**config.mk**
```make
export PLATFORM = sky130hd
export DESIGN_NAME = mem_port_arbiter
export DESIGN_NICKNAME = d
export VERILOG_FILES = /design/src/rtl/mem_port_arbiter.sv
export SDC_FILE = /design/constraint.sdc
export NUM_CORES = 1
export LEC_CHECK = 0
export CAP_MARGIN = 20
export CORE_ASPECT_RATIO = 1.5
export CORE_MARGIN = 2
export CORE_UTILIZATION = 43
export CTS_BUF_LIST = sky130_fd_sc_hd__clkbuf_2
export DETAILED_ROUTE_END_ITERATION = 7
export PLACE_DENSITY = 0.82
export SYNTH_ARGS = -nofsm -noshare
export SYNTH_HDL_FRONTEND = slang
export SYNTH_SLANG_ARGS = --single-unit
```
**constraint.sdc**
```tcl
create_clock -name clk -period 2.45 [get_ports clk]
set_input_delay 0.245 -clock clk [delete_from_list [all_inputs] [get_ports clk]]
set_output_delay 0.245 -clock clk [all_outputs]
set_load 0.02 [all_outputs]
```
**src/rtl/mem_port_arbiter.sv**
```systemverilog
// mem_port_arbiter
// Shares the CPU's single memory bus port between instruction fetch (IF) and
// data access (MEM). Data has fixed priority over fetch. Each access is
// registered onto the bus, waits for bus_ack or a timeout, and then returns a
// one-cycle ready pulse to its owner. A fetch that sees a pipeline flush at
// any point from grant to completion is dropped silently, so a stale
// instruction never reaches the IF stage.
//
// state | meaning
// ------+-------------------------------------------------------------
// IDLE  | no access outstanding; arbitrate dm_req over if_req
// FETCH | fetch on the bus, waiting for bus_ack or timeout
// DATA  | data access on the bus, waiting for bus_ack or timeout
// RESP  | one-cycle response slot; ready/err pulses are visible here

module mem_port_arbiter #(
    parameter logic [15:0] TIMEOUT = 16'd255,
    parameter int          AW      = 32,
    parameter int          DW      = 32
) (
    input  logic          clk,
    input  logic          rst,
    input  logic          if_req,
    input  logic [AW-1:0] if_addr,
    output logic [DW-1:0] if_rdata,
    output logic          if_ready,
    input  logic          dm_req,
    input  logic          dm_we,
    input  logic [AW-1:0] dm_addr,
    input  logic [DW-1:0] dm_wdata,
    input  logic [3:0]    dm_sel,
    output logic [DW-1:0] dm_rdata,
    output logic          dm_ready,
    input  logic          flush,
    output logic          bus_req,
    output logic          bus_we,
    output logic [AW-1:0] bus_addr,
    output logic [DW-1:0] bus_wdata,
    output logic [3:0]    bus_sel,
    input  logic [DW-1:0] bus_rdata,
    input  logic          bus_ack,
    output logic          bus_err,
    output logic          stall_req
);

    typedef enum logic [1:0] {
        IDLE  = 2'd0,
        FETCH = 2'd1,
        DATA  = 2'd2,
        RESP  = 2'd3
    } state_t;

    state_t        state;
    logic          owner_dm;   // 1 = data requester owns the access, 0 = fetch
    logic          kill;       // fetch in flight was overtaken by a flush
    logic [15:0]   count;      // cycles spent waiting for bus_ack

    logic          waiting;
    logic          done_ack;
    logic          done_timeout;
    logic          done_any;
    logic          kill_now;
    logic [DW-1:0] resp_data;

    // Completion decode for the access currently on the bus. An ack in the
    // last allowed cycle still wins over the timeout.
    always_comb begin
        waiting      = 1'b0;
        done_ack     = 1'b0;
        done_timeout = 1'b0;
        done_any     = 1'b0;
        kill_now     = 1'b0;
        resp_data    = '0;
        waiting      = (state == FETCH) || (state == DATA);
        done_ack     = waiting && bus_ack;
        done_timeout = waiting && !bus_ack && (count == (TIMEOUT - 16'd1));
        done_any     = done_ack || done_timeout;
        // A flush in the completion cycle itself must also suppress delivery.
        kill_now     = kill || (!owner_dm && flush);
        resp_data    = done_ack ? bus_rdata : '0;
    end

    // Arbitration, bus registers, timeout counter and response pulses.
    always_ff @(posedge clk) begin
        if (rst) begin
            state     <= IDLE;
            owner_dm  <= 1'b0;
            kill      <= 1'b0;
            count     <= 16'd0;
            bus_req   <= 1'b0;
            bus_we    <= 1'b0;
            bus_addr  <= '0;
            bus_wdata <= '0;
            bus_sel   <= 4'b0000;
            bus_err   <= 1'b0;
            if_ready  <= 1'b0;
            if_rdata  <= '0;
            dm_ready  <= 1'b0;
            dm_rdata  <= '0;
        end else begin
            if_ready <= 1'b0;
            dm_ready <= 1'b0;
            bus_err  <= 1'b0;

            case (state)
                IDLE: begin
                    count <= 16'd0;
                    if (dm_req) begin
                        bus_req   <= 1'b1;
                        bus_we    <= dm_we;
                        bus_addr  <= dm_addr;
                        bus_wdata <= dm_wdata;
                        bus_sel   <= dm_sel;
                        owner_dm  <= 1'b1;
                        kill      <= 1'b0;
                        state     <= DATA;
                    end else if (if_req) begin
                        bus_req  <= 1'b1;
                        bus_we   <= 1'b0;
                        bus_addr <= if_addr;
                        bus_sel  <= 4'b1111;
                        owner_dm <= 1'b0;
                        kill     <= flush;
                        state    <= FETCH;
                    end
                end

                FETCH, DATA: begin
                    if (!owner_dm && flush) begin
                        kill <= 1'b1;
                    end
                    if (done_any) begin
                        bus_req <= 1'b0;
                        bus_err <= done_timeout;
                        count   <= 16'd0;
                        state   <= RESP;
                        if (owner_dm) begin
                            dm_ready <= 1'b1;
                            if (!bus_we) begin
                                dm_rdata <= resp_data;
                            end
                        end else if (!kill_now) begin
                            if_ready <= 1'b1;
                            if_rdata <= resp_data;
                        end
                    end else begin
                        count <= count + 16'd1;
                    end
                end

                RESP: begin
                    kill  <= 1'b0;
                    count <= 16'd0;
                    state <= IDLE;
                end

                default: begin
                    state <= IDLE;
                end
            endcase
        end
    end

    // Pipeline stall: any requester still waiting for its ready pulse.
    always_comb begin
        stall_req = 1'b0;
        stall_req = (if_req && !if_ready) || (dm_req && !dm_ready);
    end

endmodule

```
Yosys cells after proc, flatten, opt, wreduce, memory -nomap -nowiden:

Index checks and enable logic that the tools add are counted.

* $add $sub $neg: 1
* equality and inequality tests: 7
* multiplexer cells: 24
* bitwise gates (word level): 5
* reduce and logical (&&, ||, !) cells: 28

Operators with widths (count)
* two-way mux 32 bit: 3
* one-hot mux 16 bit (2 select lines): 1
* adder 16 x 1 -> 16 bit, second input constant: 1
* equality test 16 x 8 -> 1 bit, second input constant: 1
* two-way mux 16 bit: 1
* two-way mux 1 bit: 11
* two-way mux 4 bit: 2
* AND reduction 2 bit: 4
* AND reduction 4 bit: 2
* logical AND 1 bit: 6
* two-way mux 2 bit: 3
* one-hot mux 2 bit (3 select lines): 1
* inverter 1 bit: 5
* equality test 2 bit, second input constant: 2
* logical NOT 1 bit: 4
* logical OR 1 bit: 4
* inequality test 2 bit, second input constant: 2
* nonzero test 2 bit: 2
* OR reduction 2 bit: 2
* OR reduction 4 bit: 1
* inequality test 3 bit, second input constant: 1
* one-hot mux 1 bit (3 select lines): 1
* AND reduction 3 bit: 1
* OR reduction 3 bit: 1
* 3 further kinds: 3

* register bits: 157
* logic and storage cells: 79

Depth between registers and ports, before layout:

Gate-level depths: netlist (run 1).

* word-level depth: 7
* depth in mapped cells: 8
* mapped depth without buffers: 6

Worst setup path after synthesis (run 1):

Ideal clock, no wire load.

* path kind: register to register
* start: register state[0]
* end: register if_rdata[10]
* setup time: 0.132 ns
* arrival time: 1.637 ns
* data required time: 2.318 ns
* setup slack: 0.681 ns
* cell stages (with the launch flop): 7
* path through: dfxtp_1 inv_1 ha_1 or4b_4 clkbuf_1 o21ai_0 a21oi_1

* longest elaborated chain between the ends: 6

Ends and longest elaborated chain
* from (decl): RTL line 53 `state_t state;`
* from (signal assigned): RTL line 86 `state <= IDLE;`
* from (signal assigned): RTL line 116 `state <= DATA;`
* from (signal assigned): RTL line 124 `state <= FETCH;`
* equality test 2 x 1 -> 1 bit / equality test 2 bit (equally long branches): RTL line 74, 105
* logical OR 1 bit: RTL line 74 `waiting = (state == FETCH) || (state == DATA);`
* logical AND 1 bit (2 in a row): RTL line 76 `done_timeout = waiting && !bus_ack && (count == (TIMEOUT - 16'd1));`
* logical OR 1 bit: RTL line 77 `done_any = done_ack || done_timeout;`
* AND reduction 4 bit (no line)
* to (signal assigned): RTL line 144 `if_rdata <= resp_data;`
* to (decl): RTL line 25 `output logic [DW-1:0] if_rdata,`

Several ways; a longest one is shown, not always the timed one.
A chain may end at the register's enable or synchronous reset.

Final worst setup path (run 1):

* start: input port dm_req
* end: output port stall_req

* longest elaborated chain between the ends: 2

Ends and longest elaborated chain
* from (decl): RTL line 27 `input logic dm_req,`
* logical AND 1 bit: RTL line 167 `stall_req = (if_req && !if_ready) || (dm_req && !dm_ready);`
* logical OR 1 bit: RTL line 167
* to (decl): RTL line 43 `output logic stall_req`

Every way passes these cells.

==> summary.txt, run 1 <==
# port buffers -> 276
period utilisation layout -> 0.857
Die Y -> 150 um
total core area -> 14,000 um^2
hold path cells -> 3
hold path start -> bus_rdata[31]
number of buffers created by CTS -> 17
r2r endpoint -> if_rdata[14]$_SDFFE_PP0P_
worst-path fanout max -> 7
hpwl dp -> 12,700 um
ANT nets after route -> 0
RSZ-0062 raised after global routing -> false
1st-iter DRT viols -> 255
Slew Limit Fails -> 0
EDFF count, synth -> 0
predominant post-synthesis flop cell -> dfxtp_1
DP Area -> 9030 um^2
Tmin final -> 2100 ps
fmax -> 476 MHz
critical path arrival -> 1860 ps
Setup TNS Final -> 0 ps
slew at the pin with the worst max-slew slack -> 560 ps
Fin Clk Skew -> 53.9 ps
DRT Wirelength -> 18,600 um
layout overhead on the synthesized area -> 56.2%
most area-consuming cells after synthesis -> dfxtp_1, a21oi_1, nand2_1, o21ai_0, mux2i_1
R2R Path Start -> state[1]$_SDFFE_PP0P_
Post-Syn Nets -> 861
FP Rows -> 53
Setup CP Type -> in2out
Ys Warns -> 0
share of cells above drive strength 1 -> 0.0550
nets@finish -> 1,148
syn avg cell area -> 8.55 um^2
H-tree levels -> 4
slew margin rel. -> 0.627
Die ar. -> 15,300 um^2
slowest library cell on the worst path -> clkdlybuf4s50_1
All-Layer GR Usage -> 0.240
area leader, netlist -> dfxtp_1
Final GP Congestion -> 0.818
CTS root buf -> clkbuf_2
clk sink count -> 157
I/O pin total -> 277
Final Hold Vio Count -> 0
top cell type's share of synthesized area -> 0.511
Yosys cell types -> 41
CP endpoint kind -> primary output
vias post-DR -> 6,140
crit-path cells -> dlygate4sd3_1, buf_2, inv_1, o22ai_1, clkdlybuf4s50_1
CP startpoint kind -> input port
Pre-Repair DR Iteration Count -> 5
post-synthesis sequential area ratio -> 0.511
# Post-CTS Setup Buffers -> 0
leakage -> 0.00347 uW
worst skew pair latency -> 720 ps
crit-path max cell delay -> 650 ps
PostCTS Resize Cnt -> 0
post-synthesis sequential element count -> 157
Final Instance Area -> 9610 um^2
Reg clk slew, reported paths -> 290 ps
global-route wire length before repair -> 29,200 um
Crit path max-delay family -> buffers and inverters
WL/cell -> 15.4 um
final setup fails -> 0
largest net degree at the start of global routing -> 69
pwr/cell area -> 786 nW/um^2
Max VDD drop -> 0.422 mV
DRC viols -> 0
max cap viols -> 0
Post-Synthesis Cells -> 719
most frequent cell after synthesis -> dfxtp_1
Starting Density -> 0.440
Endpoint, Worst Hold -> dm_rdata[31]$_SDFFE_PP0P_
Hold WC Path Type -> in2reg
status -> finished clean
cell area after synthesis -> 6150 um^2
critical path data required time -> 2200 ps
Post-CTS Hold Buffers -> 31
R2R depth -> 6
FFs w/ async S/R, synth -> 0
clock buffer depth -> 2
Die X -> 102 um
drt via density -> 5.07
initial antenna violation count -> 1
vias in the first global route -> 5,950
Post-synth top cells -> dfxtp_1, nand2_1, a21oi_1
TritonCTS clock tree -> done
reg-to-reg setup timing slack -> 450 ps
WP buf/inv -> 4
Overflow after GRT -> 0
stage by stage:
| step | utilization | hold slack, ps | total power (uW) | cells | setup slack, ps |
|---|---|---|---|---|---|
| final | 0.687 | 73.7 | 7550 | 1212 | 349 |
| after floorplan | - | 324 | 4760 | 719 | 681 |
| after detailed placement | 0.645 | 445 | 6060 | 1147 | 487 |
| after global routing | 0.687 | 9.14 | 8020 | 1212 | 242 |
| after global placement | 0.645 | 441 | 6030 | 1147 | 531 |
| after CTS | 0.686 | 2.55 | 7620 | 1210 | 273 |
logic make-up after synthesis:
logic type	count (synthesis)	share of synthesized area
buf+inv	64	0.0515
xor+xnor	12	0.0171
fa+ha+maj	3	0.00610
compound gates	215	0.193
mux	32	0.0521
simple gates	236	0.169
flops	157	0.511
flip-flops by register name, indices dropped and copies added (netlist names):
signal	cells
bus_addr	32
bus_wdata	32
dm_rdata	32
if_rdata	32
count	16
bus_sel	4
state	2
bus_err	1
bus_req	1
bus_we	1
dm_ready	1
if_ready	1
kill	1
owner_dm	1
layout make-up:
type / count / area [um^2]
inverter: 10 / 37.5
sequential: 157 / 3140
clock inverter: 15 / 174
timing repair buffer: 322 / 3220
antenna: 1 / 2.50
clock buffer: 17 / 85.1
fill: 1112 / 4380
multi-input combinational: 498 / 2710
tap: 192 / 240
worst max-delay path by stage:
stage,slack (ps),cells after the start,endpoint,start
2_1_floorplan,680,6,if_rdata[10]$_SDFFE_PP0P_,state[0]$_SDFFE_PP0P_
3_3_place_gp,530,5,if_rdata[15]$_SDFFE_PP0P_,flush
3_5_place_dp,490,6,if_rdata[6]$_SDFFE_PP0P_,state[0]$_SDFFE_PP0P_
4_1_cts,270,2,stall_req,if_ready$_SDFF_PP0_
5_1_grt,240,2,stall_req,if_ready$_SDFF_PP0_
6_report,350,5,stall_req,dm_req
worst reg2reg max path, cell delays in order (launching register included):
cell	delay (ps)
dfxtp_1	380
inv_1	40
ha_1	360
or4b_4	530
nor2_8	370
nand2_1	120
a21oi_1	130
routing by layer:
layer | vias to the layer above | wire length [um] | GRT usage | share of wire
met3 | 42 | 1240 | 0.0636 | 0.067
met2 | 235 | 9800 | 0.425 | 0.53
met4 | 0 | 593 | 0.0959 | 0.032
li1 | 3060 | - | - | -
met1 | 2803 | 6990 | 0.270 | 0.38
met5 | - | 0 | 0 | 0
where the power goes:
part / internal [uW] / switching [uW] / leakage (uW)
clock: 504 / 997 / 0.000149
combinational: 1310 / 1580 / 0.00204
sequential: 2960 / 208 / 0.00128
total: 4770 / 2790 / 0.00347
layout by cell type (no fill, tap or decap), types with 4 or more instances in the layout:
cell type	instances
nor2_1	59
mux2i_1	32
o21ai_0	67
dfxtp_1	157
nand4_1	7
buf_4	12
nand2_1	133
a21oi_1	106
xnor2_1	5
dlygate4sd3_1	32
inv_6	4
xor2_1	7
nor4_1	4
clkbuf_2	17
a211oi_1	32
clkdlybuf4s50_1	274
nor3_1	6
inv_1	10
nand3_1	6
(Power assumes the default switching activity.)
==> run 2, diff against run 1 <==
--- a/config.mk
+++ b/config.mk
@@ -6,12 +6,14 @@
 export NUM_CORES = 1
 export LEC_CHECK = 0
 export CAP_MARGIN = 20
+export CELL_PAD_IN_SITES_DETAIL_PLACEMENT = 1
+export CELL_PAD_IN_SITES_GLOBAL_PLACEMENT = 1
 export CORE_ASPECT_RATIO = 1.5
 export CORE_MARGIN = 2
-export CORE_UTILIZATION = 43
+export CORE_UTILIZATION = 31
 export CTS_BUF_LIST = sky130_fd_sc_hd__clkbuf_2
 export DETAILED_ROUTE_END_ITERATION = 7
-export PLACE_DENSITY = 0.82
+export PLACE_DENSITY_LB_ADDON = 0.1
 export SYNTH_ARGS = -nofsm -noshare
 export SYNTH_HDL_FRONTEND = slang
 export SYNTH_SLANG_ARGS = --single-unit
==> run 2 against run 1 <==
  * Die area up 37%
  * Sequential power hardly changed
  * Via count rose by 2.7%
  * Register-to-register slack got worse by 310 ps
  * Wire length up 16%
  * Clock power is 7% lower
  * Worst setup slack worse by 210 ps
  * Fmax shrank 9.2%
  * Global-route usage down 3.7 points
==> summary.txt, run 2 (synthesis results as in run 1) <==
status -> finished clean
crit-path cells -> inv_1, ha_1, nor4b_4, a41oi_4, buf_12, o21ai_0, a21oi_1, dlygate4sd3_1
Pre-Repair DR Iteration Count -> 4 (-1)
drt via density -> 4.80 (-5.2%)
H-tree levels -> 4 (unchanged)
RSZ-0062 raised after global routing -> false
Worst setup startpoint -> count[0]$_SDFF_PP0_
slowest library cell on the worst path -> dlygate4sd3_1
period utilisation layout -> 0.944 (+0.0868)
pwr/cell area -> 753 nW/um^2 (-4.2%)
worst-path fanout max -> 47 (+40)
Reg clk slew, reported paths -> 260 ps (-30 ps)
TritonCTS clock tree -> done
crit-path max cell delay -> 590 ps (-60 ps)
number of buffers created by CTS -> 17 (unchanged)
global-route wire length before repair -> 34,100 um (+16%)
Final Hold Vio Count -> 0 (unchanged)
critical path data required time -> 3130 ps (+930 ps)
leakage -> 0.00359 uW (+3.2%)
worst skew pair latency -> 750 ps (+30 ps)
WL/cell -> 16.5 um (+7.2%)
slew at the pin with the worst max-slew slack -> 560 ps (+0.424 ps)
Final GP Congestion -> 0.758 (-7.3%)
I/O pin total -> 277 (unchanged)
clock buffer depth -> 2 (unchanged)
Die Y -> 177 um (+17%)
total core area -> 19,600 um^2 (+40%)
initial antenna violation count -> 1 (unchanged)
slew margin rel. -> 0.626 (about the same)
nets@finish -> 1,179 (+2.7%)
1st-iter DRT viols -> 270 (+5.9%)
hold path start -> bus_rdata[19]
commonest non-fill, non-tap cell in the layout -> clkdlybuf4s50_1
DRC viols -> 0 (unchanged)
R2R Path Start -> count[0]$_SDFF_PP0_
fmax -> 432 MHz (-9.2%)
DP Worst Slack -> 444 ps (-42.4 ps)
vias in the first global route -> 6,529 (+9.7%)
PostCTS Resize Cnt -> 0 (unchanged)
clk sink count -> 157 (unchanged)
Max VDD drop -> 0.337 mV (-20%)
Fin Clk Skew -> 49.1 ps (-4.80 ps)
Slew Limit Fails -> 0 (unchanged)
hpwl dp -> 14,400 um (+13%)
final setup fails -> 0 (unchanged)
vias post-DR -> 6,303 (+2.7%)
CTS root buf -> clkbuf_2
critical path arrival -> 2990 ps (+1130 ps)
ANT nets after route -> 0 (unchanged)
CP endpoint kind -> flip-flop
Setup CP Type -> reg2reg
Hold WC Path Type -> in2reg
largest net degree at the start of global routing -> 69 (unchanged)
Die X -> 119 um (+17%)
layout overhead on the synthesized area -> 62.3%
most frequent cells in the layout -> clkdlybuf4s50_1, dfxtp_1, nand2_1
Setup TNS Final -> 0 ps (unchanged)
max cap viols -> 0 (unchanged)
All-Layer GR Usage -> 0.203 (-0.0370)
setup ws final -> 137 ps (-213 ps)
Starting Density -> 0.313 (-0.126)
DRT Wirelength -> 21,600 um (+16%)
Tmin final -> 2310 ps (+213 ps)
fillers -> 2,278 (+100%)
# port buffers -> 276 (unchanged)
FP Rows -> 63 (+19%)
Overflow after GRT -> 0 (unchanged)
share of cells above drive strength 1 -> 0.0514 (-0.00353)
Die ar. -> 21,000 um^2 (+37%)
CP startpoint kind -> flip-flop
## run 2: repair_timing
item,in CTS,in global routing
buffers inserted,0,0
setup endpoints to repair,0,0
endpoints found under the hold margin,96,4
hold buffers,62,4
## run 2: cell type report
cell class / instances / area, um^2 / share of cell area
Inverter: 10 / 37.5 / 0.00376
Tap cell: 260 / 325 / 0.0326
Clock buffer: 18 / 90.1 / 0.00903
Multi-Input combinational cell: 498 / 2710 / 0.271
Antenna cell: 2 / 5.00 / 0.000502
Clock inverter: 14 / 134 / 0.0134
Timing Repair Buffer: 353 / 3540 / 0.354
Sequential cell: 157 / 3140 / 0.315
## run 2: worst max-delay path, delay by kind of cell (launching register included)
kind / cells / cell delay (ps)
AO/OA/AOI/OAI: 3 / 460
adder cells (fa/ha/maj): 1 / 160
AND/OR/NAND/NOR: 1 / 320
buffers and inverters: 3 / 890
flip-flops: 1 / 410
## run 2: power breakdown
group          internal, uW  switching [uW]  leakage, uW
combinational          1310            1650      0.00217
sequential             2960             200      0.00128
clock                   388            1010     0.000130
## run 2: worst paths after layout
kind,end,slack (ps),cells after the start
worst min register to register,bus_wdata[2]$_SDFFE_PP0P_,470,2
worst min-delay path,if_rdata[19]$_SDFFE_PP0P_,90,3
worst max register to register,dm_rdata[8]$_SDFFE_PP0P_,140,8
worst max-delay path,dm_rdata[8]$_SDFFE_PP0P_,140,8
## run 2: per-layer routing
layer | track usage | part of all wire
met5 | 0 | 0
met1 | 0.217 | 0.39
met3 | 0.0762 | 0.073
met4 | 0.0660 | 0.019
met2 | 0.369 | 0.52
## run 2: through the flow
step	utilization	power (uW)	hold WS [ps]	cell area [um^2]	cells
2_1_floorplan	-	4760	324	6150	719
3_3_place_gp	0.463	6060	441	9090	1212
3_5_place_dp	0.463	6110	449	9090	1212
4_1_cts	0.506	7610	0.278	9930	1306
5_1_grt	0.508	8010	-6.88	9980	1311
6_report	0.508	7520	90.5	9980	1312
==> run 3, diff against run 2 <==
--- a/config.mk
+++ b/config.mk
@@ -10,10 +10,10 @@
 export CELL_PAD_IN_SITES_GLOBAL_PLACEMENT = 1
 export CORE_ASPECT_RATIO = 1.5
 export CORE_MARGIN = 2
-export CORE_UTILIZATION = 31
+export CORE_UTILIZATION = 33
 export CTS_BUF_LIST = sky130_fd_sc_hd__clkbuf_2
 export DETAILED_ROUTE_END_ITERATION = 7
-export PLACE_DENSITY_LB_ADDON = 0.1
+export PLACE_DENSITY = 0.94
 export SYNTH_ARGS = -nofsm -noshare
 export SYNTH_HDL_FRONTEND = slang
 export SYNTH_SLANG_ARGS = --single-unit
==> constraint.sdc (replaced) <==
create_clock -name clk -period 2.68 [get_ports clk]
set_input_delay 0.268 -clock clk [delete_from_list [all_inputs] [get_ports clk]]
set_output_delay 0.268 -clock clk [all_outputs]
set_load 0.02 [all_outputs]
==> run 3 against run 2 <==
  * Cell count fell by 3.0%
  * Worst hold slack improved by 11 ps
  * Final area fell by 3.1%
  * Critical path depth fell by 2
  * Global-route usage rose by 2.8 points
  * Non-clock buffer count fell by 30
  * Core utilization rose by 1.7 points
  * Power fell by 8.1%
  * Die area fell by 5.9%
  * Worst setup slack improved by 230 ps
  * Wire length rose by 7.5%
  * Register-to-register slack improved by 230 ps
==> summary.txt, run 3 (synthesis results as in run 1) <==
total core area -> 18,400 um^2 (-6.3%)
clock share of power -> 0.187 (about the same)
period utilisation layout -> 0.861 (-0.0827)
vias post-DR -> 6,361 (+0.92%)
Reg power frac -> 0.422 (+0.002)
RSZ-0062 raised after global routing -> false
Die ar. -> 19,800 um^2 (-5.9%)
leakage -> 0.00346 uW (-3.6%)
Tmin final -> 2310 ps (-4.58 ps)
Die Y -> 171 um (-3.0%)
worst skew pair latency -> 760 ps (about the same)
slew at the pin with the worst max-slew slack -> 570 ps (+9.93 ps)
vias in the first global route -> 6,772 (+3.7%)
Overflow after GRT -> 0 (unchanged)
Max VDD drop -> 0.353 mV (+4.8%)
CP startpoint kind -> flip-flop
fmax -> 433 MHz (+0.20%)
slew margin rel. -> 0.619 (-0.00785)
switching share of power -> 0.397 (+0.0167)
Die X -> 115 um (-3.0%)
clock buffer depth -> 2 (unchanged)
Hold WC Path Type -> in2reg
commonest non-fill, non-tap cell in the layout -> clkdlybuf4s50_1
number of buffers created by CTS -> 17 (unchanged)
nets@finish -> 1,149 (-2.5%)
All-Layer GR Usage -> 0.232 (+0.0284)
WL/cell -> 18.3 um (+11%)
critical path data required time -> 3340 ps (+210 ps)
clk sink count -> 157 (unchanged)
status -> finished clean
I/O pin total -> 277 (unchanged)
Setup TNS Final -> 0 ps (unchanged)
Int Pwr -> 4170 uW (-11%)
DP Worst Slack -> 437 ps (-7.73 ps)
worst-path fanout max -> 33 (-30%)
DRT Wirelength -> 23,200 um (+7.5%)
share of cells above drive strength 1 -> 0.0520 (+0.000532)
max cap viols -> 0 (unchanged)
initial antenna violation count -> 1 (unchanged)
Slew Limit Fails -> 0 (unchanged)
FP Rows -> 61 (-3.2%)
Post-CTS Hold Buffers -> 36 (-42%)
H-tree levels -> 4 (unchanged)
ANT nets after route -> 0 (unchanged)
layout overhead on the synthesized area -> 57.2%
final cell utilization of the core -> 0.526 (+0.0172)
1st-iter DRT viols -> 349 (+29%)
Final Instance Area -> 9670 um^2 (-3.1%)
final setup fails -> 0 (unchanged)
DRC viols -> 0 (unchanged)
TritonCTS clock tree -> done
Fin Clk Skew -> 48.6 ps (-0.494 ps)
CP endpoint kind -> flip-flop
dpl cells -> 1,203 (-0.74%)
Setup CP Type -> reg2reg
CTS root buf -> clkbuf_2
Final GP Congestion -> 0.783 (+3.3%)
DP Area -> 9060 um^2 (-0.33%)
critical path arrival -> 2970 ps (-20 ps)
Reg clk slew, reported paths -> 300 ps (+40 ps)
most frequent cells in the layout -> clkdlybuf4s50_1, dfxtp_1, nand2_1
# Post-CTS Setup Buffers -> 0 (unchanged)
hpwl dp -> 16,200 um (+12%)
global-route wire length before repair -> 35,600 um (+4.6%)
largest net degree at the start of global routing -> 84 (+22%)
Starting Density -> 0.334 (+0.0210)
Final Hold Vio Count -> 0 (unchanged)
drt via density -> 5.00 (+4.0%)
Pre-Repair DR Iteration Count -> 4 (unchanged)
NetSw -> 2740 uW (-4.0%)
PostCTS Resize Cnt -> 0 (unchanged)
# port buffers -> 276 (unchanged)
setup ws final -> 371 ps (+235 ps)
Comb power frac -> 0.391 (-0.003)
pwr/cell area -> 715 nW/um^2 (-5.1%)
post-route insts no fill -> 1,273 (-3.0%)
## run 3: changes by cell type in the layout (fill, tap and decap cells not counted), sizes merged
| cell | before | now |
|---|---|---|
| clkbuf | 18 | 17 |
| diode | 2 | 1 |
| inv | 15 | 18 |
| buf | 13 | 12 |
| bufinv | 1 | 0 |
| dlygate4sd3 | 66 | 37 |
| clkinvlp | 4 | 3 |
## run 3: path summary, 6_finish.rpt
kind / startpoint / to / slack [ps] / depth (start not counted)
worst max-delay path: state[1]$_SDFFE_PP0P_ / if_rdata[29]$_SDFFE_PP0P_ / 370 / 6
worst min-delay path: bus_rdata[22] / dm_rdata[22]$_SDFFE_PP0P_ / 100 / 3
worst max register to register: state[1]$_SDFFE_PP0P_ / if_rdata[29]$_SDFFE_PP0P_ / 370 / 6
worst min register to register: bus_wdata[21]$_SDFFE_PP0P_ / bus_wdata[21]$_SDFFE_PP0P_ / 470 / 2
## run 3: per-layer routing
layer | routed length (um) | vias up | GRT usage
met5 | 0 | - | 0
met4 | 1130 | 0 | 0.118
met3 | 1040 | 61 | 0.0511
met2 | 12300 | 212 | 0.421
met1 | 8780 | 3035 | 0.248
li1 | - | 3053 | -
## run 3: cell type report
type	count	area (um^2)
Antenna cell	1	2.50
Clock buffer	17	85.1
Tap cell	252	315
Sequential cell	157	3140
Clock inverter	15	150
Multi-Input combinational cell	498	2710
Timing Repair Buffer	323	3230
Fill cell	2161	8730
Inverter	10	37.5
## run 3: stage by stage
stage / hold WS, ps / total power (uW)
after floorplan: 347 / 4350
final: 102 / 6910
after detailed placement: 446 / 5600
after CTS: 0.811 / 6950
after global routing: 0.664 / 7310
after global placement: 440 / 5480
## run 3: critical path, stage by stage (launching register included)
cell and delay [ps]:
dfxtp_1 400, inv_1 50, ha_1 380, or4b_4 700
nor2_8 430, nand2_1 130, a21oi_1 160
## run 3: power by group through the flow
stage	registers [uW]	clock network (uW)	logic (uW)
global route	2960	1440	2910
finish	2910	1290	2700
detailed placement	2960	0	2640
global placement	2930	0	2560
floorplan	3340	0	1020
CTS	2910	1340	2700
